$ cat config.mk
export PLATFORM = sky130hd
export DESIGN_NAME = axi_rr_arbiter
export DESIGN_NICKNAME = d
export VERILOG_FILES = /design/src/rtl/axi_rr_arbiter.sv
export SDC_FILE = /design/constraint.sdc
export NUM_CORES = 1
export LEC_CHECK = 0
export BUFFER_PORTS_ARGS = -buffer_cell sky130_fd_sc_hd__buf_2
export CELL_PAD_IN_SITES_DETAIL_PLACEMENT = 0
export CELL_PAD_IN_SITES_GLOBAL_PLACEMENT = 1
export CORE_AREA = 2 2 160 162
export DETAILED_ROUTE_END_ITERATION = 8
export DIE_AREA = 0 0 162 164
export PLACE_DENSITY = 0.6
export SLEW_MARGIN = 0
export SYNTH_ARGS = -nofsm -noshare
export SYNTH_HDL_FRONTEND = slang
export SYNTH_SLANG_ARGS = --single-unit
$ cat constraint.sdc
create_clock -name clk -period 1.78 [get_ports clk]
set_input_delay 0.089 -clock clk [delete_from_list [all_inputs] [get_ports clk]]
set_output_delay 0.089 -clock clk [all_outputs]
set_load 0.005 [all_outputs]
$ cat src/rtl/axi_rr_arbiter.sv
// N-master to 1-slave AXI4-Lite arbiter: independent read and write FSMs, each
// granting one outstanding transaction at a time with round-robin fairness.
module axi_rr_arbiter #(
    parameter int N_MST  = 2,
    parameter int ADDR_W = 32,
    parameter int DATA_W = 32,
    parameter int MASK_W = 8
) (
    input  logic                     clk,
    input  logic                     reset,

    input  logic [N_MST-1:0]         m_arvalid,
    output logic [N_MST-1:0]         m_arready,
    input  logic [N_MST*ADDR_W-1:0]  m_araddr,
    output logic [N_MST-1:0]         m_rvalid,
    input  logic [N_MST-1:0]         m_rready,
    output logic [DATA_W-1:0]        m_rdata,
    output logic [N_MST-1:0]         m_rresp,

    input  logic [N_MST-1:0]         m_awvalid,
    output logic [N_MST-1:0]         m_awready,
    input  logic [N_MST*ADDR_W-1:0]  m_awaddr,
    input  logic [N_MST-1:0]         m_wvalid,
    output logic [N_MST-1:0]         m_wready,
    input  logic [N_MST*DATA_W-1:0]  m_wdata,
    input  logic [N_MST*MASK_W-1:0]  m_wmask,
    output logic [N_MST-1:0]         m_bvalid,
    input  logic [N_MST-1:0]         m_bready,
    output logic [N_MST-1:0]         m_bresp,

    output logic                     s_arvalid,
    input  logic                     s_arready,
    output logic [ADDR_W-1:0]        s_araddr,
    input  logic                     s_rvalid,
    output logic                     s_rready,
    input  logic [DATA_W-1:0]        s_rdata,
    input  logic                     s_rresp,

    output logic                     s_awvalid,
    input  logic                     s_awready,
    output logic [ADDR_W-1:0]        s_awaddr,
    output logic                     s_wvalid,
    input  logic                     s_wready,
    output logic [DATA_W-1:0]        s_wdata,
    output logic [MASK_W-1:0]        s_wmask,
    input  logic                     s_bvalid,
    output logic                     s_bready,
    input  logic                     s_bresp,

    output logic [N_MST-1:0]         rd_grant,
    output logic [N_MST-1:0]         wr_grant
);

    localparam int PTR_W = (N_MST > 1) ? $clog2(N_MST) : 1;

    typedef enum logic [1:0] {R_IDLE, R_ADDR, R_DATA} rd_state_e;
    typedef enum logic [1:0] {W_IDLE, W_ADDR, W_DATA, W_RESP} wr_state_e;

    rd_state_e        rd_state_q, rd_state_d;
    wr_state_e        wr_state_q, wr_state_d;
    logic [PTR_W-1:0] rd_sel_q, rd_sel_d, rd_ptr_q, rd_ptr_d;
    logic [PTR_W-1:0] wr_sel_q, wr_sel_d, wr_ptr_q, wr_ptr_d;

    // First requester at or after ptr, searching modulo N_MST.
    function automatic logic [PTR_W-1:0] rr_pick(input logic [N_MST-1:0] req,
                                                 input logic [PTR_W-1:0] ptr);
        logic [PTR_W-1:0] pick;
        logic             found;
        int               idx;
        pick  = ptr;
        found = 1'b0;
        for (int k = 0; k < N_MST; k++) begin
            idx = int'(ptr) + k;
            if (idx >= N_MST) idx = idx - N_MST;
            if (!found && req[idx]) begin
                pick  = PTR_W'(idx);
                found = 1'b1;
            end
        end
        return pick;
    endfunction

    function automatic logic [PTR_W-1:0] ptr_inc(input logic [PTR_W-1:0] p);
        return (p == PTR_W'(N_MST - 1)) ? '0 : p + PTR_W'(1);
    endfunction

    always_ff @(posedge clk) begin
        if (reset) begin
            rd_state_q <= R_IDLE;
            wr_state_q <= W_IDLE;
            rd_sel_q   <= '0;
            rd_ptr_q   <= '0;
            wr_sel_q   <= '0;
            wr_ptr_q   <= '0;
        end else begin
            rd_state_q <= rd_state_d;
            wr_state_q <= wr_state_d;
            rd_sel_q   <= rd_sel_d;
            rd_ptr_q   <= rd_ptr_d;
            wr_sel_q   <= wr_sel_d;
            wr_ptr_q   <= wr_ptr_d;
        end
    end

    // Read next-state: a master dropping arvalid before the handshake is released.
    always_comb begin
        rd_state_d = rd_state_q;
        rd_sel_d   = rd_sel_q;
        rd_ptr_d   = rd_ptr_q;
        case (rd_state_q)
            R_IDLE: begin
                if (|m_arvalid) begin
                    rd_sel_d   = rr_pick(m_arvalid, rd_ptr_q);
                    rd_state_d = R_ADDR;
                end
            end
            R_ADDR: begin
                if (!m_arvalid[rd_sel_q])
                    rd_state_d = R_IDLE;
                else if (s_arready)
                    rd_state_d = R_DATA;
            end
            R_DATA: begin
                if (s_rvalid && m_rready[rd_sel_q]) begin
                    rd_state_d = R_IDLE;
                    rd_ptr_d   = ptr_inc(rd_sel_q);
                end
            end
            default: rd_state_d = R_IDLE;
        endcase
    end

    always_comb begin
        wr_state_d = wr_state_q;
        wr_sel_d   = wr_sel_q;
        wr_ptr_d   = wr_ptr_q;
        case (wr_state_q)
            W_IDLE: begin
                if (|m_awvalid) begin
                    wr_sel_d   = rr_pick(m_awvalid, wr_ptr_q);
                    wr_state_d = W_ADDR;
                end
            end
            W_ADDR: begin
                if (!m_awvalid[wr_sel_q])
                    wr_state_d = W_IDLE;
                else if (s_awready)
                    wr_state_d = W_DATA;
            end
            W_DATA: begin
                if (m_wvalid[wr_sel_q] && s_wready)
                    wr_state_d = W_RESP;
            end
            W_RESP: begin
                if (s_bvalid && m_bready[wr_sel_q]) begin
                    wr_state_d = W_IDLE;
                    wr_ptr_d   = ptr_inc(wr_sel_q);
                end
            end
            default: wr_state_d = W_IDLE;
        endcase
    end

    assign m_rdata = s_rdata;

    // Outputs are forced low while reset is held, even before the state flops clear.
    always_comb begin
        s_arvalid = 1'b0;
        s_araddr  = '0;
        s_rready  = 1'b0;
        m_arready = '0;
        m_rvalid  = '0;
        m_rresp   = '0;
        rd_grant  = '0;
        if (!reset) begin
            if (rd_state_q != R_IDLE) rd_grant[rd_sel_q] = 1'b1;
            case (rd_state_q)
                R_ADDR: begin
                    s_arvalid           = m_arvalid[rd_sel_q];
                    s_araddr            = m_araddr[int'(rd_sel_q)*ADDR_W +: ADDR_W];
                    m_arready[rd_sel_q] = s_arready;
                end
                R_DATA: begin
                    m_rvalid[rd_sel_q] = s_rvalid;
                    m_rresp[rd_sel_q]  = s_rresp;
                    s_rready           = m_rready[rd_sel_q];
                end
                default: ;
            endcase
        end
    end

    always_comb begin
        s_awvalid = 1'b0;
        s_awaddr  = '0;
        s_wvalid  = 1'b0;
        s_wdata   = '0;
        s_wmask   = '0;
        s_bready  = 1'b0;
        m_awready = '0;
        m_wready  = '0;
        m_bvalid  = '0;
        m_bresp   = '0;
        wr_grant  = '0;
        if (!reset) begin
            if (wr_state_q != W_IDLE) wr_grant[wr_sel_q] = 1'b1;
            case (wr_state_q)
                W_ADDR: begin
                    s_awvalid           = m_awvalid[wr_sel_q];
                    s_awaddr            = m_awaddr[int'(wr_sel_q)*ADDR_W +: ADDR_W];
                    m_awready[wr_sel_q] = s_awready;
                end
                W_DATA: begin
                    s_wvalid           = m_wvalid[wr_sel_q];
                    s_wdata            = m_wdata[int'(wr_sel_q)*DATA_W +: DATA_W];
                    s_wmask            = m_wmask[int'(wr_sel_q)*MASK_W +: MASK_W];
                    m_wready[wr_sel_q] = s_wready;
                end
                W_RESP: begin
                    m_bvalid[wr_sel_q] = s_bvalid;
                    m_bresp[wr_sel_q]  = s_bresp;
                    s_bready           = m_bready[wr_sel_q];
                end
                default: ;
            endcase
        end
    end

endmodule
Word level (Yosys, flattened, before mapping)
Cells that the tools add are included.
{ "totals": {"in_bits": 259, "ff_bits": 8} }
{ "op_classes": {"n_shift": 4, "n_bitwise": 7, "addsub": 8, "n_reduce_logical": 21, "n_eq_ne": 12, "muxes": 97, "order_cmp": 12} }
{ "ops": {"columns": ["operator", "n"], "rows": [
  ["$mux 32", 18],
  ["$shiftx 64x7->32", 3],
  ["$lt 32x3->1 const B", 4],
  ["$mux 2", 27],
  ["$mux 1", 46],
  ["$mux 8", 2],
  ["$shiftx 16x5->8", 1],
  ["$and 2x2->2", 7],
  ["$ne 2x2->1 const B", 5],
  ["$pmux 2 s4", 1],
  ["$reduce_and 2->1", 4],
  ["$logic_and 1x1->1", 7],
  ["$eq 2x2->1 const B", 3],
  ["$ne 3x3->1 const B", 2],
  ["$pmux 2 s3", 1],
  ["$sub 1x2->3 const B", 2],
  ["$sub 2x2->3 const B", 2],
  ["$add 1x1->2 const B", 2],
  ["$eq 2x1->1 const B", 2],
  ["$ge 1x2->1 const B", 2],
  ["$ge 2x2->1 const B", 2],
  ["$logic_not 2->1", 2],
  ["$lt 1x2->1 const B", 2],
  ["$reduce_and 4->1", 1],
  ["7 further kinds", 13]
]} }

Depth between registers and ports, before layout
{ "depth": {"depth_word": 13, "ltp_mapped": 6, "ltp_nobuf": 3} }

Least setup slack after synthesis
Ideal clock, no wire load.
{ "synth_timing": {"path_type": "flip-flop to output port", "from": "register (tool-made name)", "to": "output m_awready[0]", "path_stages_with_launch": 5, "t_arrival_ps": 1174, "setup_slack_ps": 517, "cell_sequence": "dfxtp_1 > or3b_1 > buf_2 > or2_1 > nor2_1"} }
{ "synth_lines": {"columns": ["element", "line_no", "rtl"], "rows": [
  ["end, declared", "21", "output logic [N_MST-1:0] m_awready,"]
]} }

Worst setup path in the final report
{ "layout_timing": {"from": "register wr_sel_q", "to": "output s_wdata[27]"} }
{ "layout_via": {"elab_chain_len": 3} }
{ "layout_rtl": {"columns": ["element", "line_no", "rtl"], "rows": [
  ["start, declared", "62", "logic [PTR_W-1:0] wr_sel_q, wr_sel_d, wr_ptr_q, wr_ptr_d;"],
  ["start signal, assigned", "100", "wr_sel_q <= wr_sel_d;"],
  ["$shiftx 64x7->32", "215", "s_wdata = m_wdata[int'(wr_sel_q)*DATA_W +: DATA_W];"],
  ["$mux 32", "207", "case (wr_state_q)"],
  ["$mux 32", "205", "if (!reset) begin"],
  ["end, declared", "44", "output logic [DATA_W-1:0] s_wdata,"]
]} }
Every way passes these cells.

==> run metrics <==
Setup TNS Final 0 ns; DR vias 3,623; RR Startpoint wr_sel_q$_SDFFE_PP0P_; footprint of the multi-input gates approximately 1900 µm²; Sw Pwr 538 µW; Internal about 970 µW; Syn-to-layout area delta 85.5%; Max Fclk a little over 0.6 GHz; synthesized cell area roughly 2400 µm²; Synth top area share between 40 and 50%; hpwl dp approximately 13,000 µm; Final Setup Violations 0; CP startpoint kind flip-flop; Placed Instances ~990; Vias/cell between 3 and 4; vias in the first global route ~3,500; Crit. End Element output pin; register area 165 µm²; die area ~27,000 µm²; CTS tree yes; post-layout min period 1.65 ns; Sw Ratio a little over a third; Seq pwr share between 10% and 20%; IR drop worst, VDD between 0.0002 and 0.0003 V; non-filler instance count after layout 1,000; Hold Path Class in2reg; Bufs on Longest Clock Path 2; CTS sink cnt 8; port bufs 353; largest net degree at the start of global routing 44; Critical Path AT around 1.6 ns; Worst Setup SP wr_sel_q$_SDFFE_PP0P_; top cell type by total area after synthesis mux2i_1; H-tree depth 1; Clk pin slew, worst setup/hold paths 0.04 ns; DRT Wirelength around 15,000 µm; run status completed; post-synthesis sequential area ratio about 6.6%; Worst Skew about 0.00016 ns; die span in x about 160 µm; initial antenna violation count 1; syn_nets ~620; synth cell count leaders nor2_1, mux2i_1, buf_4; yosys synthesis warning count 0; Slew HR 66.8%; Routed Antenna Nets 0; grt total ovfl 0; top_reg_cell synth dfxtp_1; Hold WS about 0.12 ns; reg2reg path depth 3; setup repair after global routing missed its margin false; num ports 418; Worst Setup EP s_wdata[27]; CTS buffer count 3; drt initial violations 100; flops & latches, synth 8; share of layout cells above drive strength 1 a little under three fifths; synthesized instance count ~360; CTS root buffer clkbuf_16; final net count ~930; Leakage Power ~2.4 nW; max cap viols 0; PnR worst setup slack 0.126 ns; WL/cell between 15 and 20 µm; Post-synth EDFFs 0; core region area approximately 25,000 µm²; Worst-Margin Slew ~0.49 ns; crit path kind reg2out; Pre-antenna DRT Iters 4; final RePlAce weighted congestion approximately 0.84; clock latency on the worst-skew pair 0.23 ns; Comb pwr share 59.4%; Syn Area/Cell approximately 7 µm²; Worst Path Max Fanout 13; Overall Power 1.51 mW; reg-to-reg setup timing slack roughly 0.47 ns; final count of hold timing violations 0; Post-route DRC 0; Async SR Flop Fraction 0%; Tot GR Track Use about a tenth; Post-Place Worst Slack roughly 0.043 ns; filler instances roughly 2,900; r2r endpoint wr_state_q[0]$_SDFFE_PP0P_; Chip Height 164 µm; Tcrit/Tclk final 92.9%; Synth cell types 33; P per Cell Area between 300 and 400 nW/µm²; max-slew violations 0; # rows 58; WP data required around 1.7 ns; count leader, synth nor2_1; Clk pwr share about a quarter; first-pass GRT wire length 20,600 µm; Initial Utilization around a tenth; dominant cells by area after synthesis mux2i_1, nor2_1, buf_4, dfxtp_1, buf_2
==> metal layers <==
metal	vias up	track usage [%]	share of wire (%)
met1	1558	10.1	35
met5	-	0	0
li1	1790	-	-
met2	263	21.8	54
met4	0	2.29	1.5
met3	12	2.83	9.8
==> placed cells by master (no fill, tap or decap), types with 2 or more instances in the layout <==
cell type	Yosys	routed
nand2b_1	6	5
nor3b_1	2	2
buf_4	33	9
o21ai_0	3	3
nor2b_1	4	3
inv_1	5	5
nand3_1	5	5
diode_2	0	2
a21oi_1	4	4
nand2_1	5	5
buf_2	17	353
nand3b_1	2	2
clkbuf_16	0	3
nor2_1	122	122
nor3_1	6	6
dfxtp_1	8	6
mux2i_1	108	106
buf_12	0	4
==> how the worst min path moves through the flow <==
stage | from | end | slack (ns) | cells past startpoint
floorplan | m_arvalid[1] | rd_sel_q$_SDFFE_PP0P_ | 0.24 | 2
detailed placement | s_rdata[10] | m_rdata[10] | 0.18 | 0
global route | m_awvalid[1] | wr_sel_q$_SDFFE_PP0P_ | 0.13 | 3
CTS | m_arvalid[1] | rd_sel_q$_SDFFE_PP0P_ | 0.12 | 3
global placement | s_rdata[10] | m_rdata[10] | 0.18 | 0
finish | m_arvalid[1] | rd_sel_q$_SDFFE_PP0P_ | 0.12 | 3
==> power by group through the flow <==
stage,Sequential [mW],Clock [mW],Combinational (mW)
final,0.217,0.395,0.896
after global routing,0.219,0.422,0.984
after CTS,0.218,0.408,0.911
after detailed placement,0.227,0,0.884
after global placement,0.226,0,0.889
after floorplan,0.202,0,0.488
==> through the flow <==
stage | area, µm² | utilization [%]
floorplan | 2440 | -
global placement | 4390 | 17.7
detailed placement | 4390 | 17.7
CTS | 4510 | 18.2
global route | 4510 | 18.2
finish | 4520 | 18.2
==> layout make-up <==
class                   instances  share of cell area, %
clock buffers                   4                   1.74
repair buffers                368                   42.9
multi-input cells             283                   42.0
well taps                     330                   9.14
diodes                          2                  0.111
inverters                       5                  0.415
flip-flops and latches          8                   3.65
==> critical path: stages, from the launching register on <==
cell and delay (ns):
dfxtp_4 0.52, buf_4 0.24, mux2i_2 0.34, nor2_1 0.08
buf_2 0.15
==> cells by family after synthesis <==
| kind of cell | synth area share, % |
|---|---|
| and+or+nand+nor | 27.2 |
| muxes | 44.8 |
| buffers and inverters | 16.6 |
| AOI/OAI and AO/OA | 4.83 |
| DFF | 6.57 |
==> repair_timing <==
item,in CTS,in global routing
setup buffers,1,0
gates resized for setup,4,2
endpoints found under the setup margin,3,3
hold buffers,0,0
pin swaps,0,0
(Power assumes the default switching activity.)
